$ cat config.mk
export PLATFORM = sky130hd
export DESIGN_NAME = reset_seq_flat
export DESIGN_NICKNAME = d
export VERILOG_FILES = /design/src/rtl/reset_seq_if.sv /design/src/rtl/reset_seq.sv /design/src/flat_wrapper.sv
export SDC_FILE = /design/constraint.sdc
export NUM_CORES = 1
export LEC_CHECK = 0
export BUFFER_PORTS_ARGS = -buffer_cell sky130_fd_sc_hd__buf_2
export CAP_MARGIN = 20
export CORE_ASPECT_RATIO = 0.75
export CORE_MARGIN = 10
export CORE_UTILIZATION = 55
export DETAILED_ROUTE_END_ITERATION = 8
export PLACE_DENSITY = 0.85
export SYNTH_ARGS = -nofsm -noshare
export SYNTH_HDL_FRONTEND = slang
export SYNTH_SLANG_ARGS = --single-unit
$ cat constraint.sdc
create_clock -name clk -period 2.25 [get_ports clk]
set_input_delay 0.225 -clock clk [delete_from_list [all_inputs] [get_ports clk]]
set_output_delay 0.225 -clock clk [all_outputs]
set_load 0.005 [all_outputs]
$ cat src/rtl/reset_seq_if.sv
// Signal bundle between the reset sequencer and its consumers: raw lock and
// soft-reset request in, staged active-low subsystem resets and status out.
interface reset_seq_if;
    logic       locked_in;
    logic       soft_rst_req;
    logic       bus_reset_;
    logic       io_reset_;
    logic       cpu_reset_;
    logic       reset_done;
    logic [7:0] lock_loss_cnt;

    modport master (
        output locked_in,
        output soft_rst_req,
        input  bus_reset_,
        input  io_reset_,
        input  cpu_reset_,
        input  reset_done,
        input  lock_loss_cnt
    );

    modport slave (
        input  locked_in,
        input  soft_rst_req,
        output bus_reset_,
        output io_reset_,
        output cpu_reset_,
        output reset_done,
        output lock_loss_cnt
    );
endinterface

$ cat src/rtl/reset_seq.sv
// Staged reset sequencer: waits for a stable synchronized clock lock, then
// releases bus, I/O and CPU resets in order; aborts on lock loss or soft request.
module reset_seq #(
    parameter int SYNC_STAGES = 2,
    parameter int STABLE_CNT  = 16,
    parameter int STAGE_GAP   = 4,
    parameter int CNT_W       = 8
) (
    input  logic        clk,
    input  logic        reset,
    reset_seq_if.slave  rs
);

    typedef enum logic [2:0] {
        WAIT_LOCK = 3'd0,
        STABLE    = 3'd1,
        REL_BUS   = 3'd2,
        REL_IO    = 3'd3,
        RUN       = 3'd4
    } state_t;

    localparam logic [CNT_W-1:0] STABLE_LAST = CNT_W'(STABLE_CNT - 1);
    localparam logic [CNT_W-1:0] GAP_LAST    = CNT_W'(STAGE_GAP - 1);

    logic [SYNC_STAGES-1:0] r_sync;
    state_t                 r_state;
    state_t                 w_state_nxt;
    logic [CNT_W-1:0]       r_cnt;
    logic [CNT_W-1:0]       w_cnt_nxt;
    logic                   r_bus;
    logic                   r_io;
    logic                   r_cpu;
    logic                   r_done;
    logic                   w_bus_nxt;
    logic                   w_io_nxt;
    logic                   w_cpu_nxt;
    logic                   w_done_nxt;
    logic [7:0]             r_llc;
    logic [7:0]             w_llc_nxt;
    logic                   w_locked_s;
    logic                   w_abort;

    assign w_locked_s = r_sync[SYNC_STAGES-1];
    assign w_abort    = (~w_locked_s) | rs.soft_rst_req;

    // Lock synchronizer: locked_in is asynchronous to clk
    always_ff @(posedge clk or negedge reset) begin
        if (!reset) begin
            r_sync <= {SYNC_STAGES{1'b0}};
        end else begin
            r_sync <= {r_sync[SYNC_STAGES-2:0], rs.locked_in};
        end
    end

    // Next-state, counter and registered-output decode
    always_comb begin
        w_state_nxt = r_state;
        w_cnt_nxt   = r_cnt;
        w_bus_nxt   = r_bus;
        w_io_nxt    = r_io;
        w_cpu_nxt   = r_cpu;
        w_done_nxt  = r_done;
        w_llc_nxt   = r_llc;

        case (r_state)
            WAIT_LOCK: begin
                w_cnt_nxt  = {CNT_W{1'b0}};
                w_bus_nxt  = 1'b0;
                w_io_nxt   = 1'b0;
                w_cpu_nxt  = 1'b0;
                w_done_nxt = 1'b0;
                if (w_locked_s) begin
                    w_state_nxt = STABLE;
                end else begin
                    w_state_nxt = WAIT_LOCK;
                end
            end
            STABLE: begin
                if (r_cnt == STABLE_LAST) begin
                    w_state_nxt = REL_BUS;
                    w_cnt_nxt   = {CNT_W{1'b0}};
                    w_bus_nxt   = 1'b1;
                end else begin
                    w_cnt_nxt   = r_cnt + {{(CNT_W-1){1'b0}}, 1'b1};
                end
            end
            REL_BUS: begin
                if (r_cnt == GAP_LAST) begin
                    w_state_nxt = REL_IO;
                    w_cnt_nxt   = {CNT_W{1'b0}};
                    w_io_nxt    = 1'b1;
                end else begin
                    w_cnt_nxt   = r_cnt + {{(CNT_W-1){1'b0}}, 1'b1};
                end
            end
            REL_IO: begin
                if (r_cnt == GAP_LAST) begin
                    w_state_nxt = RUN;
                    w_cnt_nxt   = {CNT_W{1'b0}};
                    w_cpu_nxt   = 1'b1;
                    w_done_nxt  = 1'b1;
                end else begin
                    w_cnt_nxt   = r_cnt + {{(CNT_W-1){1'b0}}, 1'b1};
                end
            end
            RUN: begin
                w_cnt_nxt = {CNT_W{1'b0}};
            end
            default: begin
                w_state_nxt = WAIT_LOCK;
                w_cnt_nxt   = {CNT_W{1'b0}};
                w_bus_nxt   = 1'b0;
                w_io_nxt    = 1'b0;
                w_cpu_nxt   = 1'b0;
                w_done_nxt  = 1'b0;
            end
        endcase

        // Abort wins over any normal progression; a combined soft+loss event counts once
        if ((r_state != WAIT_LOCK) && w_abort) begin
            w_state_nxt = WAIT_LOCK;
            w_cnt_nxt   = {CNT_W{1'b0}};
            w_bus_nxt   = 1'b0;
            w_io_nxt    = 1'b0;
            w_cpu_nxt   = 1'b0;
            w_done_nxt  = 1'b0;
            if (!w_locked_s && (r_llc != 8'hFF)) begin
                w_llc_nxt = r_llc + 8'd1;
            end else begin
                w_llc_nxt = r_llc;
            end
        end else begin
            w_llc_nxt = r_llc;
        end
    end

    // State, counter and output registers
    always_ff @(posedge clk or negedge reset) begin
        if (!reset) begin
            r_state <= WAIT_LOCK;
            r_cnt   <= {CNT_W{1'b0}};
            r_bus   <= 1'b0;
            r_io    <= 1'b0;
            r_cpu   <= 1'b0;
            r_done  <= 1'b0;
            r_llc   <= 8'd0;
        end else begin
            r_state <= w_state_nxt;
            r_cnt   <= w_cnt_nxt;
            r_bus   <= w_bus_nxt;
            r_io    <= w_io_nxt;
            r_cpu   <= w_cpu_nxt;
            r_done  <= w_done_nxt;
            r_llc   <= w_llc_nxt;
        end
    end

    assign rs.bus_reset_    = r_bus;
    assign rs.io_reset_     = r_io;
    assign rs.cpu_reset_    = r_cpu;
    assign rs.reset_done    = r_done;
    assign rs.lock_loss_cnt = r_llc;

endmodule
$ cat src/flat_wrapper.sv
// flat-port wrapper written by rule: the top's interface ports become plain ports
module reset_seq_flat 
#(
    parameter int SYNC_STAGES = 2,
    parameter int STABLE_CNT  = 16,
    parameter int STAGE_GAP   = 4,
    parameter int CNT_W       = 8
)
  (clk, reset, rs_locked_in, rs_soft_rst_req, rs_bus_reset_, rs_io_reset_, rs_cpu_reset_, rs_reset_done, rs_lock_loss_cnt);
  reset_seq_if rs_i ();
  input  logic clk;
  input  logic reset;
  input wire logic [$bits(rs_i.locked_in)-1:0] rs_locked_in;
  input wire logic [$bits(rs_i.soft_rst_req)-1:0] rs_soft_rst_req;
  output wire logic [$bits(rs_i.bus_reset_)-1:0] rs_bus_reset_;
  output wire logic [$bits(rs_i.io_reset_)-1:0] rs_io_reset_;
  output wire logic [$bits(rs_i.cpu_reset_)-1:0] rs_cpu_reset_;
  output wire logic [$bits(rs_i.reset_done)-1:0] rs_reset_done;
  output wire logic [$bits(rs_i.lock_loss_cnt)-1:0] rs_lock_loss_cnt;
  assign rs_i.locked_in = rs_locked_in;
  assign rs_i.soft_rst_req = rs_soft_rst_req;
  assign rs_bus_reset_ = rs_i.bus_reset_;
  assign rs_io_reset_ = rs_i.io_reset_;
  assign rs_cpu_reset_ = rs_i.cpu_reset_;
  assign rs_reset_done = rs_i.reset_done;
  assign rs_lock_loss_cnt = rs_i.lock_loss_cnt;
  reset_seq #(.SYNC_STAGES(SYNC_STAGES), .STABLE_CNT(STABLE_CNT), .STAGE_GAP(STAGE_GAP), .CNT_W(CNT_W)) u_core (.clk(clk), .reset(reset), .rs(rs_i));
endmodule
==> flow_metrics.tcl <==
set metrics [dict create \
    final_design_instance_area_without_fill_um2 1360 \
    status "finished clean" \
    p_int_mw 0.756 \
    io_pins 16 \
    core_um2 2070 \
    chipWidth_um 74.5 \
    port-buffer-count 15 \
    finalWeightedCongestion 0.835 \
    worst_skew_pair.late_latency_ns 0.31 \
    detail_route.wl_per_cell_um 15.1 \
    min_period_ns 1.81 \
    maxSlewHeadroom_pct 65.3 \
    layout-drive-gt1-share_pct 21.7 \
    diodes 0 \
    achievable-frequency_mhz 552 \
    tightest_slew_ns 0.521 \
    syn-instance-count 114 \
    postRouteAntennaNets 0 \
    first_pass_grt_wire_length_mm 3.94 \
    post_layout_nets 136 \
    unrepaired_setup_endpoints_after_global_routing "false" \
    combinationalPowerShare_pct 17.3 \
    postCtsResizedCells 0 \
    setup_tns_ns 0 \
    fp.dieH_um 60.9 \
    sw_frac_of_total_pct 26.6 \
    first_global_vias 856 \
    area_of_the_die_um2 4530 \
    critical_path_class "reg2reg" \
    max-vdd-ir-drop_v 0.000565 \
    synth.cell_area_um2 1220 \
    rows 14 \
    clock_path_buffers 2 \
    endpoint_kind "flip-flop" \
    syn_avg_cell_area_um2 10.7 \
    finalSetupViolCount 0 \
    portion_of_synthesized_cell_area_occupied_by_the_leading_cell_type_pct 49.1 \
    count_of_unique_library_cells_instantiated_by_yosys 39 \
    report.final.slew_viol_count 0 \
    first_pass_iteration_count_of_the_detailed_router 4 \
    grt_usage_pct 10.9 \
    grt_overflow 0 \
    postSynthNetCount 120 \
    path_clk_slew_ns 0.13 \
    clock_group_share_of_total_power_pct 29.5 \
    clock_sink_count 24 \
    post_synth_top_area_cell "dfrtp_1" \
    yosysWarningCount 0 \
    clock_tree.root_cell "clkbuf_4" \
    route.detailed.drc 0 \
    cellLeakagePower_nw 0.598 \
    synth-async-reset-ratio_pct 100 \
    total_switching_power_mw 0.274 \
    finalWirelength_mm 2.31 \
    min-delay-path-class "in2reg" \
    crit_arrival_ns 2.06 \
    antenna_violations_before_repair 0 \
    worstPathRequired_ns 2.50 \
    tritoncts "yes" \
    area_delta_synth_final_pct 11.5 \
    ys.flop_type "dfrtp_1" \
    post_cts.repair.setup_buffers 0 \
    synth_top_cells_by_area "dfrtp_1 49%, xnor2_1 6.4%, nor2_1 3.1%, xor2_1 2.9%, nand2_1 2.5%" \
    yosysSeqAreaShare_pct 49.1 \
    timing.critical_path.from_type "flip-flop" \
    timing.critical_path.fanout_max 11 \
    fill_cells 163 \
    maxCapViolations 0 \
    floorplan.initialDensity_pct 59.2 \
    number_of_enable_type_register_cells_in_the_synthesized_netlist 0 \
    final.setup_skew_ns 0.00332 \
    hold_viol 0 \
    vias_per_cell 5.89 \
    ctsHtreeMaxLevel 1 \
    placement.cell_area_um2 1290 \
    power.sequential.fraction_pct 53.3 \
    holdWs_ns 0.335 \
    postSynthRegisterBits 24 \
    post-synth-top-count-cell "dfrtp_1" \
    vias_post_dr 901 \
    number_of_drc_markers_after_the_initial_detailed_route_iteration 66 \
    dp.final_hpwl_mm 1.71 \
    numCtsBuffers 3 \
    post_synth_most_frequent_cells "24 x dfrtp_1, 10 x nor2_1, 9 x xnor2_1" \
    grt_start_max_net_pins 25 \
    post-route-period-util_pct 80.5 \
    power_density_nw_per_um2 755 \
    layout.core_utilization_pct 66.0 \
]
## final timing paths
check                                           startpoint                                endpoint  slack, ns  cells after the start
worst max register to register   u_core.r_cnt[5]$_DFF_PN0_         u_core.rs.io_reset_$_DFFE_PN0P_       0.44                      4
max in group asynchronous                            reset  u_core.rs.lock_loss_cnt[0]$_DFFE_PN0P_       1.50                      2
worst min register to register  u_core.r_sync[0]$_DFF_PN0_              u_core.r_sync[1]$_DFF_PN0_       0.38                      0
worst min-delay path                       rs_soft_rst_req         u_core.rs.io_reset_$_DFFE_PN0P_       0.34                      3
worst max-delay path             u_core.r_cnt[5]$_DFF_PN0_         u_core.rs.io_reset_$_DFFE_PN0P_       0.44                      4
min in group asynchronous                            reset  u_core.rs.lock_loss_cnt[6]$_DFFE_PN0P_       0.40                      2
## critical path, stage by stage, from the launching register on
cell     delay, ns
dfrtp_1       0.47
nor4_4        0.54
a21oi_1       0.12
or4_1         0.48
a21oi_1       0.13
## placed cells by master, fill, tap and decap left out, types with 4 or more instances in the layout
| cell type | synthesis | final |
|---|---|---|
| and3_1 | 4 | 4 |
| a21oi_1 | 4 | 4 |
| nand2_1 | 8 | 8 |
| nand3_1 | 5 | 5 |
| nor2_1 | 10 | 10 |
| xor2_1 | 4 | 4 |
| xnor2_1 | 9 | 9 |
| buf_2 | 3 | 15 |
| dfrtp_1 | 24 | 24 |
## repair_timing
item / CTS / global route
hold endpoints to repair: 25 / 0
setup endpoints to repair: 0 / 0
hold buffers: 2 / 0
## logic make-up (layout without fill, tap and decap cells)
| kind of cell | count (synthesis) | count (layout) | share of synthesized area [%] |
|---|---|---|---|
| xor gates and xnor gates | 13 | 13 | 9.30 |
| AOI/OAI and AO/OA | 16 | 16 | 9.82 |
| DFF | 24 | 24 | 49.1 |
| adders and majority gates | 2 | 2 | 2.04 |
| buffers and inverters | 8 | 23 | 3.68 |
| and+or+nand+nor | 50 | 50 | 25.2 |
| muxes | 1 | 1 | 0.920 |
## sequential cells by signal (all words and copies together) (netlist names)
signal / count
u_core.r_sync: 2
u_core.r_cnt: 8
u_core.rs.lock_loss_cnt: 8
u_core.rs.bus_reset_: 1
u_core.rs.io_reset_: 1
u_core.rs.cpu_reset_: 1
u_core.r_state: 3
## power groups by stage
stage | Clock [mW] | Combinational (mW) | Sequential [mW]
2_1_floorplan | 0 | 0.0995 | 0.549
3_3_place_gp | 0 | 0.173 | 0.552
3_5_place_dp | 0 | 0.182 | 0.556
4_1_cts | 0.314 | 0.185 | 0.548
5_1_grt | 0.337 | 0.197 | 0.559
6_report | 0.304 | 0.178 | 0.549
## metrics by stage
stage               worst slack [ns]  power (mW)  cells
floorplan                      0.566       0.649    114
global placement               0.539       0.725    147
detailed placement             0.442       0.738    147
CTS                            0.432        1.05    153
global route                   0.290        1.09    153
finish                         0.439        1.03    153
## routing by layer
metal,vias up,share of wire (%),global-route usage [%]
met5,-,0,0
met4,0,1.4,2.96
met2,15,47,17.5
met1,447,47,13.9
met3,4,4.1,3.59
li1,435,-,-
## cell type report
type / instances / area, um^2 / area share (%)
clock buffers: 3 / 22.5 / 1.65
clock inverters: 1 / 30.0 / 2.20
inverters: 2 / 7.51 / 0.550
flip-flops and latches: 24 / 601 / 44.0
multi-input cells: 82 / 578 / 42.4
well taps: 24 / 30.0 / 2.20
repair buffers: 17 / 95.1 / 6.97
Power figures use the tool's default switching activity.
